==> config.mk <==
export PLATFORM = sky130hd
export DESIGN_NAME = clk_div_prog
export DESIGN_NICKNAME = d
export VERILOG_FILES = /design/src/rtl/clk_div_pkg.sv /design/src/rtl/clk_div_shadow.sv /design/src/rtl/clk_div_prog.sv
export SDC_FILE = /design/constraint.sdc
export NUM_CORES = 1
export LEC_CHECK = 0
export ABC_CLOCK_PERIOD_IN_PS = 4800
export CAP_MARGIN = 10
export CORE_MARGIN = 5
export CORE_UTILIZATION = 30
export DETAILED_ROUTE_END_ITERATION = 12
export SYNTH_ARGS = -nofsm -noshare
export SYNTH_HDL_FRONTEND = slang
export SYNTH_SLANG_ARGS = --single-unit
==> constraint.sdc <==
create_clock -name clk -period 4.8 [get_ports clk]
set_input_delay 0.72 -clock clk [delete_from_list [all_inputs] [get_ports clk]]
set_output_delay 0.72 -clock clk [all_outputs]
set_load 0.01 [all_outputs]
==> src/rtl/clk_div_pkg.sv <==
// Shared defaults and helpers for the programmable clock divider.
package clk_div_pkg;

  localparam int CLK_DIV_W_DEF       = 8;
  localparam int CLK_DIV_DEFAULT_DEF = 2;

  // High-phase length of an N-cycle period: ceil(N/2)
  function automatic logic [31:0] high_phase(input logic [31:0] n);
    return (n + 32'd1) >> 5'd1;
  endfunction

endpackage

==> src/rtl/clk_div_shadow.sv <==
// Shadow ratio register: validates loads, keeps the last accepted ratio
// until the divider consumes it at a period boundary.
module clk_div_shadow
  import clk_div_pkg::*;
#(
  parameter int DIV_W = CLK_DIV_W_DEF
) (
  input  logic             clk,
  input  logic             rst,
  input  logic [DIV_W-1:0] div_val,
  input  logic             div_load,
  input  logic             apply,
  output logic [DIV_W-1:0] pend_val,
  output logic             pend_vld,
  output logic             div_err
);

  localparam logic [DIV_W-1:0] ZERO = {DIV_W{1'b0}};

  logic load_ok_s;
  logic load_bad_s;

  // Classify the incoming load request
  always_comb begin
    load_ok_s  = div_load & (div_val != ZERO);
    load_bad_s = div_load & (div_val == ZERO);
  end

  // A fresh load beats a same-cycle apply, so the new value waits for the next boundary
  always_ff @(posedge clk) begin
    if (rst) begin
      pend_val <= ZERO;
      pend_vld <= 1'b0;
      div_err  <= 1'b0;
    end else begin
      div_err <= load_bad_s;
      if (load_ok_s) begin
        pend_val <= div_val;
        pend_vld <= 1'b1;
      end else if (apply) begin
        pend_vld <= 1'b0;
      end else begin
        pend_vld <= pend_vld;
      end
    end
  end

endmodule

==> src/rtl/clk_div_prog.sv <==
// Programmable integer clock divider with tick enable; ratio changes are
// deferred to period boundaries so no runt period is ever produced.
module clk_div_prog
  import clk_div_pkg::*;
#(
  parameter int DIV_W       = CLK_DIV_W_DEF,
  parameter int DEFAULT_DIV = CLK_DIV_DEFAULT_DEF
) (
  input  logic             clk,
  input  logic             rst,
  input  logic             en,
  input  logic [DIV_W-1:0] div_val,
  input  logic             div_load,
  output logic             clk_out,
  output logic             tick,
  output logic             div_ack,
  output logic             div_err
);

  localparam logic [DIV_W-1:0] ZERO    = {DIV_W{1'b0}};
  localparam logic [DIV_W-1:0] ONE     = {{(DIV_W-1){1'b0}}, 1'b1};
  localparam logic [DIV_W-1:0] DEF_DIV = DIV_W'(DEFAULT_DIV);

  logic [DIV_W-1:0] cnt_r;
  logic [DIV_W-1:0] n_act_r;
  logic             running_r;

  logic [DIV_W-1:0] pend_val_s;
  logic             pend_vld_s;
  logic             apply_s;
  logic             wrap_s;
  logic [DIV_W-1:0] cnt_next_s;
  logic [DIV_W-1:0] n_next_s;
  logic [31:0]      h_s;

  clk_div_shadow #(
    .DIV_W (DIV_W)
  ) u_shadow (
    .clk      (clk),
    .rst      (rst),
    .div_val  (div_val),
    .div_load (div_load),
    .apply    (apply_s),
    .pend_val (pend_val_s),
    .pend_vld (pend_vld_s),
    .div_err  (div_err)
  );

  // Next phase, ratio swap decision and high-phase length for the next cycle
  always_comb begin
    apply_s    = 1'b0;
    cnt_next_s = cnt_r;
    wrap_s     = (cnt_r == (n_act_r - ONE));
    if (!en) begin
      apply_s    = 1'b0;
      cnt_next_s = cnt_r;
    end else if (!running_r) begin
      apply_s    = pend_vld_s;
      cnt_next_s = ZERO;
    end else begin
      apply_s    = wrap_s & pend_vld_s;
      cnt_next_s = wrap_s ? ZERO : (cnt_r + ONE);
    end
    n_next_s = apply_s ? pend_val_s : n_act_r;
    h_s      = high_phase(32'(n_next_s));
  end

  // Counter, active ratio and registered outputs
  always_ff @(posedge clk) begin
    if (rst) begin
      cnt_r     <= ZERO;
      n_act_r   <= DEF_DIV;
      running_r <= 1'b0;
      clk_out   <= 1'b0;
      tick      <= 1'b0;
      div_ack   <= 1'b0;
    end else begin
      n_act_r <= n_next_s;
      div_ack <= apply_s;
      if (en) begin
        cnt_r     <= cnt_next_s;
        running_r <= 1'b1;
        clk_out   <= (32'(cnt_next_s) < h_s);
        tick      <= (cnt_next_s == ZERO);
      end else begin
        cnt_r     <= cnt_r;
        running_r <= 1'b0;
        clk_out   <= 1'b0;
        tick      <= 1'b0;
      end
    end
  end

endmodule

==> results of run 1 <==
## layout make-up
| cell class | count | area, sq um |
|---|---|---|
| inverters | 5 | 18.8 |
| clock inverters | 1 | 5.00 |
| flip-flops and latches | 30 | 603 |
| repair buffers | 19 | 180 |
| well taps | 80 | 100 |
| clock buffers | 7 | 86.3 |
| fillers | 722 | 4370 |
| multi-input cells | 203 | 1320 |
## kinds of logic (layout without fill, tap and decap cells)
| kind of cell | count (synthesis) | count (layout) |
|---|---|---|
| AO/OA/AOI/OAI | 59 | 59 |
| XOR/XNOR | 24 | 24 |
| adder cells (fa/ha/maj) | 10 | 10 |
| buffers and inverters | 25 | 32 |
| flip-flops | 30 | 30 |
| multiplexers | 4 | 4 |
| AND/OR/NAND/NOR | 106 | 106 |
## tightest hold or removal path, delay by kind of cell, from the launching register on
kind             cells  cell delay, ps
flip-flops           1             340
AND/OR/NAND/NOR      1              60
AO/OA/AOI/OAI        1              50
## final timing paths
| kind | from | endpoint | slack (ps) |
|---|---|---|---|
| hold reg to reg | u_shadow.pend_val[0] | u_shadow.pend_val[0] | 500 |
| setup reg to reg | n_act_r[0] | clk_out | 480 |
| hold / removal | u_shadow.pend_val[0] | u_shadow.pend_val[0] | 500 |
| setup / recovery | n_act_r[0] | clk_out | 480 |
## flip-flops by register name (all words and copies together) (netlist names)
name,count
clk_out,1
u_shadow.pend_val,8
u_shadow.div_err,1
u_shadow.pend_vld,1
cnt_r,8
n_act_r,8
running_r,1
tick,1
div_ack,1
## repair_timing
action                     in CTS  in global routing
setup buffers                   0                  0
setup endpoints to repair       0                  1
resized for setup               0                  5
## metrics by stage
step                total power, mW  std cells  instance area, sq um  hold slack, ps
finish                        0.556        345                  2310             501
global route                  0.577        345                  2310             524
CTS                           0.558        345                  2300             498
detailed placement            0.348        337                  2210             488
global placement              0.347        337                  2210             478
floorplan                     0.321        258                  2030             459
## report_power, final
part           total [mW]  internal, mW  switching (mW)
combinational      0.0756        0.0350          0.0406
sequential          0.269         0.257          0.0112
clock               0.211         0.115          0.0959
total               0.556         0.408           0.148
## Yosys cell counts (all sizes together), types with 2 or more instances
cell,instances
a21o,3
nor4,3
ha,10
o21ai,13
a211oi,3
nand3b,3
and2,2
nor4b,4
nor2,14
clkbuf,14
xnor2,14
a31oi,2
nand2,30
nand4,6
nand3,19
dfxtp,30
inv,5
nand2b,7
a22oi,2
nor2b,2
xor2,10
nand4b,2
a41oi,3
nor3,9
a21oi,27
buf,6
nor3b,2
mux2i,3
## metal layers
layer	track usage, %	vias up	share of wire (%)
met5	0	-	0
met4	5.20	0	2.3
met3	2.84	9	6.1
met2	18.1	53	45
met1	16.1	825	47
li1	-	933	-
==> impl_metrics.yaml, run 1 <==
place:
  dpl.hpwl_mm: 3.66
  port_buffers: 15
  dp_slack_ps: 305
  routabilityCongestion: 0.861
worst_setup_path:
  worstPathCellList: "inv_1 > ha_1 > o21bai_1 > a211oi_1 > o21ai_0 > and2_1 > o31a_4 > nor2_8 > a21o_1 > ha_1 > nand3_1 > nor2_2 > nand3_1 > a21oi_1 > a41oi_1 > ha_1 > a211oi_1 > o21ai_0 > nor4b_1 > o2bb2ai_1"
  start_kind: "flop"
  critPathMaxFanout: 13
  critPathKind: "flop to flop"
  cpPeakStageDelay_ps: 440
  path_depth: 20
  cpMaxStageDelayCell: "o31a_4"
  cp-end-kind: "flop"
  critPathRequiredTime_ps: 5020
  cp_common_cell: "ha_1"
  cp_num_buf_inv: 1
  worst-r2r-cell-count: 20
  crit_family: "compound AO/OA/AOI/OAI gates"
  arrival_ps: 4530
sta:
  fin_ws_ps: 482
  skew_ps: 7.49
  max_freq_mhz: 232
  tightest_slew_ps: 467
  fin_crit_sh_pct: 90.0
  fin_crit_ps: 4320
  rsz0062_at_grt: "no"
  drv_slew: 0
  max_slew_margin_pct: 68.8
  fin_setup_tns_ps: 0
  setup_viol: 0
  finalHoldViolations: 0
synth:
  synth_edf_count: 0
  synth_compound_area_share_pct: 17.2
  synthCells: 258
  synthMuxAreaShare_pct: 2.22
  yosys_warnings: 0
  yosys_most_used_dff: "dfxtp_1"
  synthAdderAreaFrac_pct: 6.16
  syn_area_sq_um: 2030
  synth_top_family_by_area: "simple AND/OR/NAND/NOR gates"
  yosys.area_share.simple_pct: 28.5
  ys_seq_elements: 30
  synth_top_area_share_pct: 29.6
  ys_types: 44
  synth_nets: 280
  yosys-top-cells-area: "dfxtp_1 30%, a21oi_1 6.7%, ha_1 6.2%"
  syn_area_per_cell_sq_um: 7.88
  synthXorXnorAreaFrac_pct: 10.3
  synth_top_area_cell: "dfxtp_1"
  ys_seq_area_share_pct: 29.6
  async_flop_share_pct: 0
die:
  core_area_sq_um: 6680
  row_count: 30
  ios: 16
  start_util_pct: 30.4
  fp.dieH_um: 92.3
  die-area_sq_um: 8520
  die_w_um: 92.3
global_routing:
  grt.overflow.total: 0
  grt_pass1_wl_mm: 8.16
  antenna_found_initial: 0
  grt_max_degree: 29
  grtUsageTotal_pct: 12.0
  grt_pass1_vias: 1620
clocking:
  numCtsBuffers: 5
  cts_sinks: 30
  hold_buffers: 0
  htree_levels: 2
  clkSlewWorstSetupHoldPaths_ps: 60
  cts_buffer_depth: 2
  clock_tree.root_cell: "clkbuf_8"
  clkLatencyLatePin_ps: 280
  cts_tree: "done"
detailed_routing:
  routed_wl_mm: 4.96
  vias: 1820
  drc: 0
  firstDrtPassIters: 4
  drtAntennaViolNets: 0
  avgRoutedWirePerCell_um: 14.4
  drtIter0Drc: 127
  viasPerCell: 5.28
finish:
  drive_gt1_share_pct: 7.17
  syn_to_final_growth_pct: 13.9
  final_cell_mix: "30 x nand2_1, 28 x dfxtp_1, 27 x a21oi_1"
  nets: 286
  diodes: 0
  final_util_pct: 34.6
  final_common_cell: "nand2_1"
outcome:
  status: "finished clean"
pwr:
  vdd_ir_drop_max_mv: 0.206
  powerDensity_nw_per_um2: 240
  p_leak_nw: 0.844
run:
  max_cap_violations: 0
min_path:
  hp-class: "flop to flop"
  hold_depth: 2
Power figures use the tool's default switching activity.
==> run 2: changes to the inputs <==
Settings changed: ABC_CLOCK_PERIOD_IN_PS 4800 to 4000.
Clock period 4.8 ns to 4 ns, I/O delays scaled along.
==> run 2 against run 1 <==
  * Combinational power is 40% higher
  * Total power grew 22%
  * Core utilization grew 2.7 points
  * Flip-flop and latch count did not move
  * Die area is the same
  * Critical path type unchanged
  * Largest power group unchanged
  * Highest routed layer unchanged
==> impl_metrics.yaml, run 2 (synthesis gave the netlist of run 1 again) <==
finish:
  nFillCells: 676
  diodes: 0
  final_cells: 360
  design_area_sq_um: 2490
  final_cell_mix: "30 x nand2_1, 29 x dfxtp_1, 27 x a21oi_1"
  nets: 301
  reg_top3: "cnt_r (8), n_act_r (8), u_shadow.pend_val (8)"
  drive_gt1_share_pct: 15.7
  syn_to_final_growth_pct: 22.7
  final_common_cell: "nand2_1"
detailed_routing:
  firstDrtPassIters: 4
  dr_wl_met2_mm: 2.35
  routed_wl_mm: 5.17
  viasPerCell: 5.21
  maxUsedRoutingLayer: "met4"
  drt-met1-wl_mm: 2.42
  route.met3.wl_um: 272
  vias: 1877
  drc: 0
  avgRoutedWirePerCell_um: 14.4
  drtIter0Drc: 189
  drtAntennaViolNets: 0
clocking:
  clock_tree.root_cell: "clkbuf_8"
  numCtsBuffers: 5
  clkSlewWorstSetupHoldPaths_ps: 70
  cts_sinks: 30
  cts_buffer_depth: 2
  cts_tree: "done"
  clkLatencyLatePin_ps: 290
  htree_levels: 2
  hold_buffers: 0
worst_setup_path:
  rrSetupSlack_ps: 220
  start_kind: "flop"
  arrival_ps: 4000
  cp_common_cell: "a21oi_1"
  cp-end-kind: "flop"
  critPathMaxFanout: 7
  critPathRequiredTime_ps: 4210
  cpPeakStageDelay_ps: 420
  cpMaxStageDelayCell: "o31a_1"
  critPathKind: "flop to flop"
  worstPathCellList: "inv_2 > ha_4 > buf_4 > nand2b_1 > a21oi_1 > a311oi_1 > a41oi_2 > o31a_1 > o21ai_2 > nand2_1 > ha_4 > nand3_4 > nor2_4 > xnor2_1 > a21oi_1 > a21oi_1 > ha_1 > a21o_1 > a211oi_1 > o21ai_1 > nor4b_2 > o2bb2ai_1"
sta:
  fin_setup_tns_ps: 0
  drv_slew: 0
  max_slew_margin_pct: 71.8
  finalHoldViolations: 0
  fin_crit_sh_pct: 94.6
  setup_viol: 0
  hold_slack_ps: 505
  fin_ws_ps: 216
  max_freq_mhz: 264
  fin_crit_ps: 3780
  skew_ps: 10.9
  tightest_slew_ps: 423
place:
  port_buffers: 15
  routabilityCongestion: 0.877
  dp_slack_ps: -60.8
  placed_area_sq_um: 2310
  dp_cells: 349
  dpl.hpwl_mm: 3.88
global_routing:
  grt_max_degree: 28
  antenna_found_initial: 0
  grt_pass1_vias: 1783
  grt.overflow.total: 0
  grt_pass1_wl_mm: 8.63
  grtUsageTotal_pct: 12.7
min_path:
  hp-class: "flop to flop"
die:
  start_util_pct: 30.4
  die_w_um: 92.3
  die-area_sq_um: 8520
  ios: 16
  row_count: 30
  fp.dieH_um: 92.3
  core_area_sq_um: 6680
pwr:
  vdd_ir_drop_max_mv: 0.186
  powerDensity_nw_per_um2: 272
  p_leak_nw: 0.922
run:
  max_cap_violations: 0
outcome:
  status: "finished clean"
-- run 2: cell types whose count changed in the layout (fill, tap and decap cells not counted), moves of 2 or more --
cell     before  now
buf_4         4   19
ha_1         10    8
ha_4          0    2
inv_1         5    3
inv_2         0    2
nand3_1      19   17
o21ai_0      11    9
-- run 2: area by class of cell --
type / instances / area (sq um) / share of cell area (%)
Clock buffer: 7 / 86.3 / 3.46
Clock inverter: 1 / 5.00 / 0.201
Inverter: 5 / 18.8 / 0.753
Timing Repair Buffer: 34 / 293 / 11.7
Multi-Input combinational cell: 203 / 1390 / 55.7
Sequential cell: 30 / 602 / 24.1
Tap cell: 80 / 100 / 4.01
-- run 2: stage by stage --
step	utilization [%]	power [mW]
4_1_cts	36.0	0.681
3_5_place_dp	34.5	0.424
5_1_grt	37.3	0.716
6_report	37.3	0.678
3_3_place_gp	34.5	0.424
2_1_floorplan	-	0.386
-- run 2: power by group --
part / leakage (nW) / internal (mW) / switching, mW / total [mW]
Sequential: 0.245 / 0.309 / 0.0114 / 0.320
Combinational: 0.629 / 0.0509 / 0.0549 / 0.106
Clock: 0.0482 / 0.139 / 0.114 / 0.252
-- run 2: per-layer routing --
metal | vias up | global-route usage [%]
met5 | - | 0
met1 | 857 | 16.4
li1 | 959 | -
met3 | 14 | 3.25
met4 | 0 | 5.20
met2 | 47 | 19.9
-- run 2: worst max-delay path: cells and delay by family, from the launching register on --
family,cells,cell delay [ps]
simple gates,5,610
compound gates,11,1890
xor+xnor,1,120
flops,1,340
buf+inv,2,200
fa+ha+maj,3,560
-- run 2: worst paths after layout --
| path | cells past startpoint | startpoint | end |
|---|---|---|---|
| max | 22 | n_act_r[1] | clk_out |
| min | 2 | u_shadow.pend_vld | u_shadow.pend_vld |
| max reg2reg | 22 | n_act_r[1] | clk_out |
| min reg2reg | 2 | u_shadow.pend_vld | u_shadow.pend_vld |
-- run 2: repair_timing --
action	4_1_cts	5_1_grt
pin swaps	1	10
setup endpoints to repair	1	1
cloned	0	0
gates resized for setup	2	15
buffers inserted	0	3
==> edit, RTL diff (flow settings as in run 2) <==
Put a register stage on the output `div_err`, with the module's reset. The value now appears one clock later. The other outputs are not delayed to match.
--- a/src/rtl/clk_div_prog.sv
+++ b/src/rtl/clk_div_prog.sv
@@ -21,6 +21,8 @@
   localparam logic [DIV_W-1:0] ONE     = {{(DIV_W-1){1'b0}}, 1'b1};
   localparam logic [DIV_W-1:0] DEF_DIV = DIV_W'(DEFAULT_DIV);
 
+  logic div_err_d;
+
   logic [DIV_W-1:0] cnt_r;
   logic [DIV_W-1:0] n_act_r;
   logic             running_r;
@@ -43,7 +45,7 @@
     .apply    (apply_s),
     .pend_val (pend_val_s),
     .pend_vld (pend_vld_s),
-    .div_err  (div_err)
+    .div_err  (div_err_d)
   );
 
   // Next phase, ratio swap decision and high-phase length for the next cycle
@@ -91,5 +93,13 @@
     end
   end
 
+  always_ff @(posedge clk) begin
+    if (rst) begin
+      div_err <= '0;
+    end else begin
+      div_err <= div_err_d;
+    end
+  end
+
 endmodule
 
Function: changed (a bounded check fails within 4 cycles, from zero or initial values and one cycle with rst high).
==> edit against run 2 <==
Worst setup slack lost 7.7 ps. Sequential cell count grew 1. Clock power shrank 5%. Power down 0.72%. Area after synthesis increased by 2.8%. Routed wire length is 2.1% higher. Via count grew 2.0%. Cell area rose by 0.65%.
==> edit: results (changes against run 2) <==
| Metric | Value |
|---|---|
| Layout cells sized above 1 | 13.7% (was 15.7%) |
| Post-route setup slack | 209 ps (was 216 ps) |
| Vias in the first global route | 1754 (was 1783) |
| Fraction of registers with async set or reset after synthesis | 0% (unchanged) |
| Layout Skew | 7.30 ps (was 10.9 ps) |
| Status | complete, no violations (unchanged) |
| Residual DRC | 0 (unchanged) |
| Clk slew on worst S/H paths | 70 ps (about the same) |
| Vias per cell | 4.95 (was 5.21) |
| Layout Nets | 312 (was 301) |
| Top Registers | cnt_r: 8 flops, n_act_r: 8 flops, u_shadow.pend_val: 8 flops (unchanged) |
| IO Port Bufs | 15 (unchanged) |
| Static Leak | 0.924 nW (was 0.922 nW) |
| Post-DP Area | 2380 sq um (was 2310 sq um) |
| Maximum root-to-sink buffer count | 2 (unchanged) |
| Hold path depth | 1 (was 2) |
| Worst R2R Path Depth | 19 (was 22) |
| Htree depth | 2 (unchanged) |
| WL final | 5280 um (was 5170 um) |
| Hold path startpoint | u_shadow.div_err (was u_shadow.pend_vld) |
| Global-route usage over all layers | 12.4% (was 12.7%) |
| Latest clock arrival within the worst-skew pair | 280 ps |
| Crit-path leading delay family | simple AND/OR/NAND/NOR gates (was compound AO/OA/AOI/OAI gates) |
| Initial antenna violation count | 0 (unchanged) |
| Placer Congestion | 0.848 (was 0.877) |
| Max rail drop VDD | 138 uV (was 186 uV) |
| Min-Delay Path Class | reg -> reg (unchanged) |
| Critical Path AT | 3970 ps (was 4000 ps) |
| DR iter-0 viols | 90 (was 189) |
| Drt first pass iters | 4 (unchanged) |
| Crit path largest cell delay | 310 ps (was 420 ps) |
| Post-Syn Nets | 291 (was 280) |
| Fill cell count | 707 (was 676) |
| Hold WS | 452 ps (was 505 ps) |
| Vias | 1915 (was 1877) |
| Worst hold path endpoint | div_err (was u_shadow.pend_vld) |
| Commonest cells post-synth | 34 x nand2_1, 31 x dfxtp_1, 24 x a21oi_1 (was 30 x dfxtp_1, 30 x nand2_1, 27 x a21oi_1) |
| Sequential share of the synthesized area | 29.7% (was 29.6%) |
| Site Rows | 30 (unchanged) |
| CP max-delay cell | dfxtp_1 (was o31a_1) |
| Largest net degree at the start of global routing | 17 (was 28) |
| Reg-to-Reg Start | n_act_r[1] (unchanged) |
| Setup WS pre-CTS | 12.5 ps (was -60.8 ps) |
| Ranking of synthesized cells by area | dfxtp_1 30%, nand2_1 6.1%, ha_1 6.0% (was dfxtp_1 30%, a21oi_1 6.7%, ha_1 6.2%) |
| Switch Pwr | 182 uW (was 180 uW) |
| Relative slew slack | 58.9% (was 71.8%) |
| Placed cell count | 376 (was 349) |
| First-pass GRT wire length | 8510 um (was 8630 um) |
| DP HPWL | 3970 um (was 3880 um) |
| Distinct cell type count after synthesis | 46 (was 44) |
| Syn_area_per_cell | 7.77 sq um (was 7.88 sq um) |
| Clock root buffer | clkbuf_8 (unchanged) |
| Synth warn | 0 (unchanged) |
| CP max FO | 6 (was 7) |
| Worst flop-to-flop path endpoint | clk_out (unchanged) |
| CTS buffer count | 5 (unchanged) |
## edit: area by class of cell
type	instances	area (sq um)	share of cell area, %
Clock buffer	7	76.3	3.04
Clock inverter	1	5.00	0.199
Inverter	6	22.5	0.897
Multi-Input combinational cell	212	1370	54.7
Sequential cell	31	621	24.7
Tap cell	96	120	4.79
Timing Repair Buffer	34	293	11.7
## edit: per-layer routing
metal / wire (um) / global-route usage, % / vias to the layer above / part of all wire (%)
li1: - / - / 987 / -
met1: 2430 / 15.7 / 876 / 46
met2: 2500 / 20.7 / 43 / 47
met3: 247 / 2.74 / 9 / 4.7
met4: 95 / 4.40 / 0 / 1.8
met5: 0 / 0 / - / 0
## edit: cell families after synthesis
group	share of synthesized area, %
fa+ha+maj	5.99
compound gates	16.7
mux	3.35
flops	29.7
simple gates	28.6
buf+inv	5.99
xor+xnor	9.64
## edit: timing repair
| action | CTS | global route |
|---|---|---|
| gates resized for setup | 1 | 8 |
| gates cloned | 0 | 0 |
| hold endpoints to repair | 0 | 0 |
| buffers inserted | 0 | 3 |
| pin swaps | 0 | 5 |
| setup endpoints to repair | 1 | 1 |
## edit: power by group through the flow
stage / logic, mW / registers (mW) / clock network, mW
final: 0.104 / 0.330 / 0.239
after global routing: 0.113 / 0.331 / 0.262
after detailed placement: 0.0980 / 0.337 / 0
after global placement: 0.0975 / 0.337 / 0
after CTS: 0.0986 / 0.330 / 0.245
after floorplan: 0.0624 / 0.334 / 0
## edit: worst max path at each step
stage,depth (start not counted),to,start
2_1_floorplan,23,clk_out,n_act_r[0]
3_3_place_gp,18,clk_out,n_act_r[2]
3_5_place_dp,18,clk_out,n_act_r[2]
4_1_cts,20,clk_out,n_act_r[1]
5_1_grt,20,clk_out,n_act_r[1]
6_report,19,clk_out,n_act_r[1]
